File: src/rtl/usb2_in_responder_if.sv
// Buffer read port and TX byte stream between the IN responder, the endpoint
// buffer mux and the serializer.
interface usb2_in_responder_if;
  logic [8:0] buf_out_addr;
  logic [7:0] buf_out_q;
  logic [9:0] buf_out_len;
  logic       buf_out_hasdata;
  logic       buf_out_arm;
  logic       buf_out_arm_ack;
  logic       tx_valid;
  logic [7:0] tx_data;
  logic       tx_last;
  logic       tx_ready;

  modport master (
    output buf_out_addr, buf_out_arm, tx_valid, tx_data, tx_last,
    input  buf_out_q, buf_out_len, buf_out_hasdata, buf_out_arm_ack, tx_ready
  );

  modport slave (
    input  buf_out_addr, buf_out_arm, tx_valid, tx_data, tx_last,
    output buf_out_q, buf_out_len, buf_out_hasdata, buf_out_arm_ack, tx_ready
  );
endinterface

File: src/rtl/usb2_in_responder.sv
// IN-token responder: answers an IN token with DATAx (PID, payload, CRC16), NAK or STALL,
// then waits for the host ACK and releases the endpoint buffer.
module usb2_in_responder #(
  parameter int MAX_PKT     = 512,
  parameter int RD_LAT      = 2,
  parameter int ACK_TIMEOUT = 96
) (
  input  logic                phy_clk,
  input  logic                reset,
  input  logic                i_in_token,
  input  logic [3:0]          i_in_endp,
  output logic                o_busy,
  output logic [3:0]          o_sel_endp,
  input  logic [1:0]          i_endp_mode,
  input  logic [1:0]          i_data_toggle,
  output logic                o_data_toggle_act,
  input  logic                i_host_ack,
  usb2_in_responder_if.master bus
);

  localparam int LAT_W = $clog2(RD_LAT + 2);
  localparam int TMR_W = $clog2(ACK_TIMEOUT + 2);

  localparam logic [1:0] MODE_ISOCH = 2'd1;
  localparam logic [7:0] PID_STALL  = 8'h1E;
  localparam logic [7:0] PID_NAK    = 8'h5A;

  typedef enum logic [3:0] {
    S_IDLE, S_SEL, S_CHK, S_PID, S_DATA, S_CRC_LO, S_CRC_HI, S_WAIT_ACK, S_ARM, S_HSK
  } state_t;

  state_t           r_state;
  logic [3:0]       r_sel_endp;
  logic [9:0]       r_cnt;
  logic [9:0]       r_len;
  logic [15:0]      r_crc;
  logic [LAT_W-1:0] r_wait;
  logic [TMR_W-1:0] r_timer;
  logic             r_iso;
  logic             r_zlp;
  logic             r_tx_valid;
  logic [7:0]       r_tx_data;
  logic             r_tx_last;
  logic             r_arm;
  logic             r_toggle_act;

  logic        w_hs;
  logic        w_iso;
  logic [9:0]  w_len_clamp;
  logic [7:0]  w_pid;
  logic [15:0] w_crc_next;

  // USB CRC16 in reflected form: poly 0x8005 bit-reversed is 0xA001, data enters LSB first.
  function automatic logic [15:0] crc16_byte(input logic [15:0] crc, input logic [7:0] d);
    logic [15:0] c;
    c = crc ^ {8'h00, d};
    for (int b = 0; b < 8; b++) begin
      c = c[0] ? ((c >> 1) ^ 16'hA001) : (c >> 1);
    end
    return c;
  endfunction

  assign w_hs        = r_tx_valid & bus.tx_ready;
  assign w_iso       = (i_endp_mode == MODE_ISOCH);
  assign w_len_clamp = (bus.buf_out_len > 10'(MAX_PKT)) ? 10'(MAX_PKT) : bus.buf_out_len;
  assign w_crc_next  = crc16_byte(r_crc, r_tx_data);

  always_comb begin
    unique case (i_data_toggle)
      2'd0:    w_pid = 8'hC3;
      2'd1:    w_pid = 8'h4B;
      2'd2:    w_pid = 8'h87;
      default: w_pid = 8'h0F;
    endcase
  end

  assign o_busy            = (r_state != S_IDLE);
  assign o_sel_endp        = r_sel_endp;
  assign o_data_toggle_act = r_toggle_act;
  assign bus.buf_out_addr  = r_cnt[8:0];
  assign bus.buf_out_arm   = r_arm;
  assign bus.tx_valid      = r_tx_valid;
  assign bus.tx_data       = r_tx_data;
  assign bus.tx_last       = r_tx_last;

  // NOTE: every state register uses <= so all branches read the pre-edge values consistently.
  always_ff @(posedge phy_clk or posedge reset) begin
    if (reset) begin
      r_state      <= S_IDLE;
      r_sel_endp   <= '0;
      r_cnt        <= '0;
      r_len        <= '0;
      r_crc        <= '0;
      r_wait       <= '0;
      r_timer      <= '0;
      r_iso        <= 1'b0;
      r_zlp        <= 1'b0;
      r_tx_valid   <= 1'b0;
      r_tx_data    <= '0;
      r_tx_last    <= 1'b0;
      r_arm        <= 1'b0;
      r_toggle_act <= 1'b0;
    end else begin
      r_toggle_act <= 1'b0;
      if (r_wait != '0) r_wait <= r_wait - 1'b1;

      unique case (r_state)
        S_IDLE: begin
          if (i_in_token) begin
            r_sel_endp <= i_in_endp;
            r_state    <= S_SEL;
          end
        end

        S_SEL: r_state <= S_CHK;

        S_CHK: begin
          r_cnt      <= '0;
          r_crc      <= 16'hFFFF;
          r_iso      <= w_iso;
          r_zlp      <= ~bus.buf_out_hasdata;
          r_tx_valid <= 1'b1;
          if (r_sel_endp >= 4'd2) begin
            r_tx_data <= PID_STALL;
            r_tx_last <= 1'b1;
            r_state   <= S_HSK;
          end else if (!bus.buf_out_hasdata && !w_iso) begin
            r_tx_data <= PID_NAK;
            r_tx_last <= 1'b1;
            r_state   <= S_HSK;
          end else begin
            r_tx_data <= w_pid;
            r_len     <= bus.buf_out_hasdata ? w_len_clamp : 10'd0;
            r_wait    <= LAT_W'(RD_LAT);
            r_state   <= S_PID;
          end
        end

        S_PID: begin
          if (w_hs) begin
            if (r_len == 10'd0) begin
              r_tx_data <= ~r_crc[7:0];
              r_state   <= S_CRC_LO;
            end else begin
              r_tx_valid <= 1'b0;
              r_state    <= S_DATA;
            end
          end
        end

        // A byte is fetched only once the read pipeline has had RD_LAT cycles for the new address.
        S_DATA: begin
          if (!r_tx_valid) begin
            if (r_wait == '0) begin
              r_tx_valid <= 1'b1;
              r_tx_data  <= bus.buf_out_q;
            end
          end else if (w_hs) begin
            r_crc <= w_crc_next;
            r_cnt <= r_cnt + 10'd1;
            if (r_cnt + 10'd1 == r_len) begin
              r_tx_data <= ~w_crc_next[7:0];
              r_state   <= S_CRC_LO;
            end else begin
              r_tx_valid <= 1'b0;
              r_wait     <= LAT_W'(RD_LAT);
            end
          end
        end

        S_CRC_LO: begin
          if (w_hs) begin
            r_tx_data <= ~r_crc[15:8];
            r_tx_last <= 1'b1;
            r_state   <= S_CRC_HI;
          end
        end

        S_CRC_HI: begin
          if (w_hs) begin
            r_tx_valid <= 1'b0;
            r_tx_data  <= '0;
            r_tx_last  <= 1'b0;
            r_timer    <= '0;
            if (r_iso) begin
              r_arm   <= ~r_zlp;
              r_state <= r_zlp ? S_IDLE : S_ARM;
            end else begin
              r_state <= S_WAIT_ACK;
            end
          end
        end

        // An ACK arriving on the expiry cycle still wins; on timeout the buffer stays armed for retry.
        S_WAIT_ACK: begin
          if (i_host_ack) begin
            r_toggle_act <= 1'b1;
            r_arm        <= 1'b1;
            r_state      <= S_ARM;
          end else if (r_timer == TMR_W'(ACK_TIMEOUT)) begin
            r_state <= S_IDLE;
          end else begin
            r_timer <= r_timer + 1'b1;
          end
        end

        S_ARM: begin
          if (bus.buf_out_arm_ack) begin
            r_arm   <= 1'b0;
            r_state <= S_IDLE;
          end
        end

        S_HSK: begin
          if (w_hs) begin
            r_tx_valid <= 1'b0;
            r_tx_data  <= '0;
            r_tx_last  <= 1'b0;
            r_state    <= S_IDLE;
          end
        end

        default: r_state <= S_IDLE;
      endcase
    end
  end

endmodule

File: src/flat_wrapper.sv
// flat-port wrapper written by rule: the top's interface ports become plain ports
module usb2_in_responder_flat 
#(
  parameter int MAX_PKT     = 512,
  parameter int RD_LAT      = 2,
  parameter int ACK_TIMEOUT = 96
)
  (phy_clk, reset, i_in_token, i_in_endp, o_busy, o_sel_endp, i_endp_mode, i_data_toggle, o_data_toggle_act, i_host_ack, bus_buf_out_addr, bus_buf_out_arm, bus_tx_valid, bus_tx_data, bus_tx_last, bus_buf_out_q, bus_buf_out_len, bus_buf_out_hasdata, bus_buf_out_arm_ack, bus_tx_ready);
  usb2_in_responder_if bus_i ();
  input  logic phy_clk;
  input  logic reset;
  input  logic i_in_token;
  input  logic [3:0] i_in_endp;
  output logic o_busy;
  output logic [3:0] o_sel_endp;
  input  logic [1:0] i_endp_mode;
  input  logic [1:0] i_data_toggle;
  output logic o_data_toggle_act;
  input  logic i_host_ack;
  output wire logic [$bits(bus_i.buf_out_addr)-1:0] bus_buf_out_addr;
  output wire logic [$bits(bus_i.buf_out_arm)-1:0] bus_buf_out_arm;
  output wire logic [$bits(bus_i.tx_valid)-1:0] bus_tx_valid;
  output wire logic [$bits(bus_i.tx_data)-1:0] bus_tx_data;
  output wire logic [$bits(bus_i.tx_last)-1:0] bus_tx_last;
  input wire logic [$bits(bus_i.buf_out_q)-1:0] bus_buf_out_q;
  input wire logic [$bits(bus_i.buf_out_len)-1:0] bus_buf_out_len;
  input wire logic [$bits(bus_i.buf_out_hasdata)-1:0] bus_buf_out_hasdata;
  input wire logic [$bits(bus_i.buf_out_arm_ack)-1:0] bus_buf_out_arm_ack;
  input wire logic [$bits(bus_i.tx_ready)-1:0] bus_tx_ready;
  assign bus_buf_out_addr = bus_i.buf_out_addr;
  assign bus_buf_out_arm = bus_i.buf_out_arm;
  assign bus_tx_valid = bus_i.tx_valid;
  assign bus_tx_data = bus_i.tx_data;
  assign bus_tx_last = bus_i.tx_last;
  assign bus_i.buf_out_q = bus_buf_out_q;
  assign bus_i.buf_out_len = bus_buf_out_len;
  assign bus_i.buf_out_hasdata = bus_buf_out_hasdata;
  assign bus_i.buf_out_arm_ack = bus_buf_out_arm_ack;
  assign bus_i.tx_ready = bus_tx_ready;
  usb2_in_responder #(.MAX_PKT(MAX_PKT), .RD_LAT(RD_LAT), .ACK_TIMEOUT(ACK_TIMEOUT)) u_core (.phy_clk(phy_clk), .reset(reset), .i_in_token(i_in_token), .i_in_endp(i_in_endp), .o_busy(o_busy), .o_sel_endp(o_sel_endp), .i_endp_mode(i_endp_mode), .i_data_toggle(i_data_toggle), .o_data_toggle_act(o_data_toggle_act), .i_host_ack(i_host_ack), .bus(bus_i));
endmodule
File: config.mk
export PLATFORM = sky130hd
export DESIGN_NAME = usb2_in_responder_flat
export DESIGN_NICKNAME = d
export VERILOG_FILES = /design/src/rtl/usb2_in_responder_if.sv /design/src/rtl/usb2_in_responder.sv /design/src/flat_wrapper.sv
export SDC_FILE = /design/constraint.sdc
export NUM_CORES = 1
export LEC_CHECK = 0
export ABC_AREA = 1
export CAP_MARGIN = 30
export CORE_ASPECT_RATIO = 1.25
export CORE_MARGIN = 4
export CORE_UTILIZATION = 35
export CTS_CLUSTER_DIAMETER = 100
export DETAILED_ROUTE_END_ITERATION = 10
export PLACE_DENSITY = 0.61
export SLEW_MARGIN = 20
export SYNTH_ARGS = -nofsm -noshare
export SYNTH_HDL_FRONTEND = slang
export SYNTH_SLANG_ARGS = --single-unit
File: constraint.sdc
create_clock -name phy_clk -period 2.6 [get_ports phy_clk]
set_input_delay 0.26 -clock phy_clk [delete_from_list [all_inputs] [get_ports phy_clk]]
set_output_delay 0.26 -clock phy_clk [all_outputs]
set_load 0.1 [all_outputs]
==> results.yml <==
logic_synthesis:
  synth_cell_types: 47
  netlist.top_cell.by_area: "dfrtp_1"
  avgSynthCellArea_um2: 7.25
  synthTopCellsByArea: "dfrtp_1 (40%), nand2_1 (14%), inv_1 (8.8%)"
  netlist_instances: 585
  synth_warnings: 0
  ys_ff_latch: 67
  mappedNetlistNets: 621
  syn_area_um2: 4240
  yosysSeqAreaShare_pct: 39.5
  synth_top_cell_area_share_pct: 39.5
grt:
  grt_overflow: 0
  grt_pass1_wl_um: 19300
  antenna_found_initial: 0
  grt_max_degree: 37
  grt_use_total_pct: 17.8
  grt_pass1_vias: 3994
sta:
  hold_viol_final: 0
  setup_slack_ps: 330
  fin_setup_tns_ps: 0
  setup_viol: 0
  tightest_slew_ps: 827
  maxSlewViolCount: 0
  rsz0062_at_grt: "no"
  fmax_ghz: 0.440
  period_share_pct: 87.3
  period_minus_slack_ps: 2270
  max_slew_margin_pct: 44.8
  skew_ps: 6.21
die:
  dieArea_um2: 14000
  start_util_pct: 36.2
  die_w_um: 106
  num_io_pins: 59
  die_h_um: 131
  fp-row-count: 44
  coreArea_um2: 11700
routing:
  drtIter0Drc: 170
  post_drt_wl_per_cell_um: 14.7
  vias: 4056
  dr.pass1.iters: 5
  ant_nets: 0
  drc: 0
  drt-total-wl_um: 11900
  viasPerCell: 5.00
pwr:
  power.leakage_nw: 2.57
  irDropWorstVdd_mv: 0.929
  powerDensity_nw_per_um2: 1350
placement:
  io_buffers: 58
  dpl.hpwl_um: 9070
  gp_congestion: 0.885
  pre_cts_ws_ps: 290
status:
  outcome: "finished, final reports clean"
worst_setup_path:
  cp-end-kind: "register"
  required_ps: 2830
  path_max_fanout: 9
  crit_path_start_kind: "register"
  cp.arrival_ps: 2500
  crit_type: "register to register"
clock_tree:
  htreeDepth: 3
  numCtsBuffers: 9
  hold_buffers: 0
  clock_latency_ps: 340
  cts_tree: "built"
  cts-root-buf: "clkbuf_16"
  cts_buffer_depth: 2
  cts_sinks: 67
  clk_pin_slew_worst_paths_ps: 60
worst_hold_path:
  hold_path_class: "input pin to async pin"
finish:
  drive_gt1_share_pct: 14.8
  nNetsFinal: 681
  fillerInstances: 1207
  post-route-util_pct: 44.6
  antenna-diode-count: 0
  area_delta_synth_final_pct: 23.4
job:
  drv_cap: 0
## per-layer routing
layer	vias up	part of all wire (%)	track usage [%]
met2	122	49	30.3
met5	-	0	0
met4	0	4.5	10.6
met3	36	4.6	2.99
met1	1894	42	21.1
li1	2004	-	-
## cells in the mapped netlist, drive strengths merged
cell	count
a31oi	1
nand3	35
dfrtp	67
xnor2	1
inv	107
o21ai	39
buf	13
o31ai	2
o22ai	18
or2	2
nand3b	1
xor2	9
and2	1
ha	3
a41oi	1
o32ai	7
o211ai	2
nand4	7
a22oi	4
nor4	2
a21oi	12
nor3b	1
o2111ai	4
o221ai	1
clkbuf	4
nor3	12
xnor3	1
clkinv	1
nor2	54
a221oi	1
mux2	4
o21a	1
nand2	167
## kinds of logic (layout without fill, tap and decap cells)
family | count (synthesis) | after routing | share of synthesized area, %
fa+ha+maj | 3 | 3 | 0.885
compound gates | 93 | 93 | 13.9
mux | 4 | 4 | 1.06
flops | 67 | 67 | 39.5
buf+inv | 125 | 190 | 12.3
xor+xnor | 11 | 11 | 2.60
simple gates | 282 | 282 | 29.7
## final cells by class
type                       count  area, um^2  share of cell area, %
sequential                    67        1680                   32.1
tap                          161         201                   3.85
clock inverter                 5        77.6                   1.48
timing repair buffer          66         588                   11.2
clock buffer                  11         233                   4.45
multi-input combinational    393        2040                   39.0
inverter                     108         414                   7.91
## cells in the final DEF (no fill, tap or decap), types with 4 or more instances in the layout
cell	count
a21oi_1	11
a22oi_1	4
buf_4	33
clkbuf_16	9
clkdlybuf4s50_1	32
dfrtp_1	66
inv_1	98
inv_2	6
mux2_2	4
nand2_1	159
nand2_2	7
nand3_1	34
nand4_1	7
nor2_1	42
nor2_2	9
nor3_1	9
o2111ai_1	4
o21ai_0	32
o21ai_2	6
o22ai_1	18
o32ai_1	7
xor2_1	9
## sequential cells by signal (all words and copies together), names as in the netlist
| name | count |
|---|---|
| u_core.r_iso | 1 |
| u_core.o_data_toggle_act | 1 |
| u_core.r_state | 4 |
| u_core.bus.buf_out_arm | 1 |
| u_core.o_sel_endp | 4 |
| u_core.bus.tx_valid | 1 |
| u_core.r_len | 10 |
| u_core.r_cnt | 10 |
| u_core.r_timer | 7 |
| u_core.r_crc | 16 |
| u_core.r_wait | 2 |
| u_core.bus.tx_data | 8 |
| u_core.r_zlp | 1 |
| u_core.bus.tx_last | 1 |
## power by group
| group | internal [mW] | switching, mW |
|---|---|---|
| clock network | 0.836 | 0.458 |
| registers | 1.43 | 0.371 |
| logic | 1.14 | 2.81 |
| total | 3.41 | 3.64 |
## path summary, 6_finish.rpt
check                                 startpoint  slack (ps)                     to  cells after the start
max in group asynchronous                  reset        1780        u_core.r_cnt[0]                      3
min in group phy_clk            u_core.r_wait[0]         460       u_core.r_wait[0]                      1
worst min-delay path                       reset         260        u_core.r_cnt[6]                      2
worst min register to register  u_core.r_wait[0]         460       u_core.r_wait[0]                      1
worst max register to register   u_core.r_cnt[0]         330  u_core.bus.tx_data[0]                     14
worst max-delay path             u_core.r_cnt[0]         330  u_core.bus.tx_data[0]                     14
## through the flow
stage                     cell area, um^2  hold slack, ps  power [mW]  cells
after global placement               4920             437        5.71    795
after floorplan                      4240             369        4.84    585
after global routing                 5230             315        7.56    811
after CTS                            5230             267        7.08    811
after detailed placement             4920             459        5.76    795
final                                5230             257        7.05    811
## timing repair
action	CTS	global route
buffers inserted	0	0
gates resized for setup	0	1
endpoints found under the setup margin	0	5
## worst max-delay path, stage by stage (launching register included)
cell and delay (ps):
dfrtp_2 460, ha_1 280, or2_2 300, nand3_1 70
nand2_1 50, nor2_1 80, nand2_1 50, nor2_1 90
nand4_1 230, nand2_1 180, nand2_4 100, nor2_4 110
nand3_2 70, nand2_1 60, inv_1 40
(Power assumes the default switching activity.)
